## src/rtl/stand_dff.sv

```systemverilog
// Tube-style edge-triggered D flip-flop with inertial output delays, stepped by the U tick.
// Also keeps a sticky flag for trigger edges that arrive before D has settled.
module stand_dff #(
  parameter int unsigned TSU  = 20,
  parameter int unsigned TPLH = 280,
  parameter int unsigned TPHL = 28,
  parameter int unsigned CW   = 9
) (
  input  logic U,
  input  logic _RESET,
  input  logic T,
  input  logic D,
  input  logic _PS,
  input  logic _PC,
  output logic Q,
  output logic _Q,
  output logic VIOL,
  input  logic VCLR
);

  localparam logic [CW-1:0] TsuC  = CW'(TSU);
  localparam logic [CW-1:0] PlhM1 = CW'(TPLH - 1);
  localparam logic [CW-1:0] PhlM1 = CW'(TPHL - 1);

  logic          s_q, s_d;
  logic          t_prev_q;
  logic          d_prev_q;
  logic [CW-1:0] dage_q, dage_d;
  logic          viol_q, viol_d;
  logic          q_q, q_d;
  logic          nq_q, nq_d;
  logic [CW-1:0] q_cnt_q, q_cnt_d;
  logic [CW-1:0] nq_cnt_q, nq_cnt_d;

  logic trise;
  logic ctrl_idle;
  logic both_low;
  logic d_changed;
  logic tq, tnq;

  always_comb begin
    trise     = T & ~t_prev_q;
    ctrl_idle = _PS & _PC;
    both_low  = ~_PS & ~_PC;
    d_changed = D ^ d_prev_q;

    s_d = s_q;
    if (!_PS && _PC) begin
      s_d = 1'b1;
    end else if (!_PC && _PS) begin
      s_d = 1'b0;
    end else if (ctrl_idle && trise) begin
      s_d = D;
    end

    // Age of D in ticks, saturating once the setup window is satisfied.
    dage_d = dage_q;
    if (d_changed) begin
      dage_d = '0;
    end else if (dage_q < TsuC) begin
      dage_d = dage_q + 1'b1;
    end

    viol_d = viol_q;
    if (trise && ctrl_idle && (d_changed || (dage_q < TsuC))) begin
      viol_d = 1'b1;
    end else if (VCLR) begin
      viol_d = 1'b0;
    end

    // Both controls low drives both tube outputs high.
    tq  = s_q | both_low;
    tnq = ~s_q | both_low;
  end

  always_comb begin
    q_d     = q_q;
    q_cnt_d = '0;
    if (tq != q_q) begin
      if (q_cnt_q == (tq ? PlhM1 : PhlM1)) begin
        q_d = tq;
      end else begin
        q_cnt_d = q_cnt_q + 1'b1;
      end
    end
  end

  always_comb begin
    nq_d     = nq_q;
    nq_cnt_d = '0;
    if (tnq != nq_q) begin
      if (nq_cnt_q == (tnq ? PlhM1 : PhlM1)) begin
        nq_d = tnq;
      end else begin
        nq_cnt_d = nq_cnt_q + 1'b1;
      end
    end
  end

  always_ff @(posedge U) begin
    if (!_RESET) begin
      s_q      <= 1'b0;
      t_prev_q <= T;
      d_prev_q <= D;
      dage_q   <= '0;
      viol_q   <= 1'b0;
      q_q      <= 1'b0;
      nq_q     <= 1'b1;
      q_cnt_q  <= '0;
      nq_cnt_q <= '0;
    end else begin
      s_q      <= s_d;
      t_prev_q <= T;
      d_prev_q <= D;
      dage_q   <= dage_d;
      viol_q   <= viol_d;
      q_q      <= q_d;
      nq_q     <= nq_d;
      q_cnt_q  <= q_cnt_d;
      nq_cnt_q <= nq_cnt_d;
    end
  end

  assign Q    = q_q;
  assign _Q   = nq_q;
  assign VIOL = viol_q;

endmodule

```

## config.mk

```make
export PLATFORM = sky130hd
export DESIGN_NAME = stand_dff
export DESIGN_NICKNAME = d
export VERILOG_FILES = /design/src/rtl/stand_dff.sv
export SDC_FILE = /design/constraint.sdc
export NUM_CORES = 1
export LEC_CHECK = 0
export CAP_MARGIN = 0
export CORE_ASPECT_RATIO = 1.2
export CORE_MARGIN = 4
export CORE_UTILIZATION = 45
export CTS_CLUSTER_SIZE = 16
export DETAILED_ROUTE_END_ITERATION = 10
export GPL_TIMING_DRIVEN = 0
export PLACE_DENSITY = 0.65
export SKIP_CTS_REPAIR_TIMING = 1
export SLEW_MARGIN = 0
export SYNTH_ARGS = -nofsm -noshare
export SYNTH_HDL_FRONTEND = slang
export SYNTH_SLANG_ARGS = --single-unit
```

## constraint.sdc

```tcl
create_clock -name U -period 1.9 [get_ports U]
set_input_delay 0.57 -clock U [delete_from_list [all_inputs] [get_ports U]]
set_output_delay 0.57 -clock U [all_outputs]
set_load 0.005 [all_outputs]
```

==> summary.txt <==
STA
  – Slew headroom: a little over three fifths
  – Worst Hold Slack: approximately 0.47 ns
  – Setup-failing EPs final: 0
  – Minimum clock period: 1.816 ns
  – Clock skew: approximately 0.0066 ns
  – Final slew viol count: 0
  – Unrepaired setup endpoints after global routing: no
  – Final worst slack: 0.08424 ns
  – Final Hold Vio Count: 0
  – Slew @ Worst Pin: about 0.56 ns
  – Setup tns final: 0 ns
  – Final period utilization: a little over nine tenths
  – Fmax: around 550 MHz

Worst hold path
  – Hold Path Class: flip-flop to flip-flop

Cells and area
  – Final core utilization: a little over half
  – # nets final: 180
  – Synthesis-to-layout area growth: 14.49%
  – Layout cell share with drive strength beyond 1: between 10% and 20%
  – Filler instances: roughly 280
  – N_diodes: 0

Worst setup path
  – Max Fanout on Critical Path: 3
  – Crit-path slowest cell: clkdlybuf4s50_1
  – Crit end category: output port
  – Crit path max-delay family: buffers and inverters
  – Crit path DAT: between 1 and 1.5 ns
  – WP buf/inv: 1
  – Crit-path max cell delay: 0.53 ns
  – Category of the critical setup timing path: flip-flop to output port
  – Worst Path Required: approximately 1.3 ns
  – Critical path startpoint category: flip-flop
  – CP Cell Sequence: clkdlybuf4s50_1

Global routing
  – Initial antenna violation count: 0
  – Global route overflow: 0
  – Largest net degree at the start of global routing: 11
  – Vias in the first global route: roughly 1,000
  – First-pass GRT wire length: between 4 and 5 mm
  – GRT Util Overall: between 10% and 20%

Synth
  – Avg Synthesized Cell Area: a little under 10 µm²
  – Post-Syn Area: 0.001476 mm²
  – Post-Syn Nets: between 150 and 200
  – Unique masters post-synth: 39
  – Syn Inst Count: approximately 150
  – Syn. warnings: 0
  – Seq cells post-synth: 33
  – Post-synthesis sequential area ratio: roughly 45%
  – Asr flop ratio synth: 0%
  – Post-synth EDFFs: 0
  – Prevailing post-synth register cell: dfxtp_1

Pwr
  – VDD IR max: 0.4771 mV
  – Clk pwr share: between 30% and 40%
  – Psw: 260.1 µW
  – Final Power: 1.149 mW
  – Reg power frac: 62.1%
  – P_int: 889.2 µW
  – Pleak: ~0.74 nW
  – Logic gate share of total power: about 6.9%
  – Power Density: a little under 700 mW/mm²
  – Sw Share: 22.63%

Drt
  – WL final: around 2.5 mm
  – DR WL/cell: approximately 12 µm
  – First DRT Iteration DRCs: 20
  – Post-route ant nets: 0
  – Vias: roughly 1,100
  – DR pass1 iterations: 4
  – # DRC: 0
  – Vias per cell: 5.384

Placed design
  – Routability cong.: just under 0.8
  – Detailed placer's ending HPWL: approximately 1.8 mm
  – Place WS: -0.5730 ns
  – IO buf count: 9

Clock network
  – CTS max path bufs: 2
  – CTS Buf Count: 5
  – CTS tree: yes
  – Clk sinks: 33
  – H-tree depth: 2
  – Clk_lat worst skew: between 0.3 and 0.4 ns
  – Reg clk slew, reported paths: 0.09 ns
  – CTS root buffer: clkbuf_4

Die
  – Die X: 60.29 µm
  – Die ar.: roughly 0.0043 mm²
  – Initial Utilization: around 47%
  – CORE AREA: between 0.003 and 0.004 mm²
  – Die Height: 70.75 µm
  – Rows: 22
  – Ports: 10

Outcome
  – Outcome: completed

Job
  – Max Cap Viol: 0
## per-stage QoR
step / instance area [µm²] / instances
3_5_place_dp: 1612 / 194
4_1_cts: 1660 / 202
5_1_grt: 1690 / 203
2_1_floorplan: 1476 / 149
6_report: 1690 / 203
3_3_place_gp: 1612 / 194
## path summary, 6_finish.rpt
| path | start | endpoint | slack (ns) | cells past startpoint |
|---|---|---|---|---|
| worst max-delay path | _Q | _Q | 0.08 | 1 |
| worst min-delay path | nq_cnt_q[0] | nq_cnt_q[0] | 0.47 | 1 |
| worst max register to register | q_cnt_q[0] | q_cnt_q[5] | 0.38 | 6 |
| worst min register to register | nq_cnt_q[0] | nq_cnt_q[0] | 0.47 | 1 |
## cell type report
| cell class | count | area, µm² | area share, % |
|---|---|---|---|
| buffer | 2 | 15.01 | 0.8882 |
| clock buffer | 8 | 48.80 | 2.887 |
| inverter | 4 | 15.01 | 0.8882 |
| multi-input combinational | 111 | 809.5 | 47.89 |
| sequential | 33 | 661.9 | 39.16 |
| tap | 36 | 45.04 | 2.665 |
| timing repair buffer | 9 | 95.09 | 5.625 |
## power by group through the flow
stage               combinational, mW  sequential, mW  clock, mW
detailed placement             0.0764           0.730          0
global route                   0.0913           0.716      0.405
global placement               0.0734           0.729          0
floorplan                      0.0501           0.727          0
CTS                            0.0765           0.713      0.378
finish                         0.0796           0.713      0.356
## synth_stat cells (2+ instances only)
| cell | number | area, µm² |
|---|---|---|
| o21ai_0 | 3 | 15.01 |
| xor2_1 | 15 | 131.4 |
| nand2_1 | 12 | 45.04 |
| a21oi_1 | 2 | 10.01 |
| inv_1 | 4 | 15.01 |
| nor3_1 | 9 | 45.04 |
| xnor2_1 | 5 | 43.79 |
| ha_1 | 7 | 87.58 |
| nor2_1 | 15 | 56.30 |
| dfxtp_1 | 33 | 660.6 |
| nor4bb_1 | 2 | 20.02 |
| nand3_1 | 5 | 25.02 |
| and3_1 | 7 | 43.79 |
| o21a_1 | 2 | 15.01 |
| nand4_1 | 4 | 25.02 |
## routing by layer
layer	routed length (µm)	global-route usage, %	share of wire (%)
met5	0	0	0
met3	101	5.839	4.0
met1	1034	13.36	41
met4	43	5.172	1.7
met2	1346	21.03	53
## layout by cell type (no fill, tap or decap), drive strengths merged, types with 2 or more instances in the layout
master         netlist  final
and3                 8      8
and2                 2      2
o21a                 2      2
nor3                 9      9
clkdlybuf4s50        0      7
nor2                15     15
inv                  4      4
dfxtp               33     33
o211ai               1      2
xnor2                5      5
dlymetal6s2s         0      2
nor4bb               2      2
clkbuf               1      9
nand3                5      5
nor4                 2      2
a21oi                2      2
ha                   7      7
nand4                4      4
o21ai                4      4
xor2                15     15
nand2               13     13
## cells by family after synthesis
family | count (synthesis) | share of synthesized area (%)
buffers and inverters | 6 | 2.033
multiplexers | 2 | 1.695
adder cells (fa/ha/maj) | 7 | 5.932
flip-flops | 33 | 44.75
AO/OA/AOI/OAI | 14 | 7.373
AND/OR/NAND/NOR | 67 | 26.36
XOR/XNOR | 20 | 11.86
## flip-flops by register name, summed over array words and instances (netlist names)
| register | flops |
|---|---|
| nq_cnt_q | 9 |
| d_prev_q | 1 |
| dage_q | 9 |
| _Q | 1 |
| q_cnt_q | 9 |
| VIOL | 1 |
| Q | 1 |
| s_q | 1 |
| t_prev_q | 1 |
(Power assumes the default switching activity.)
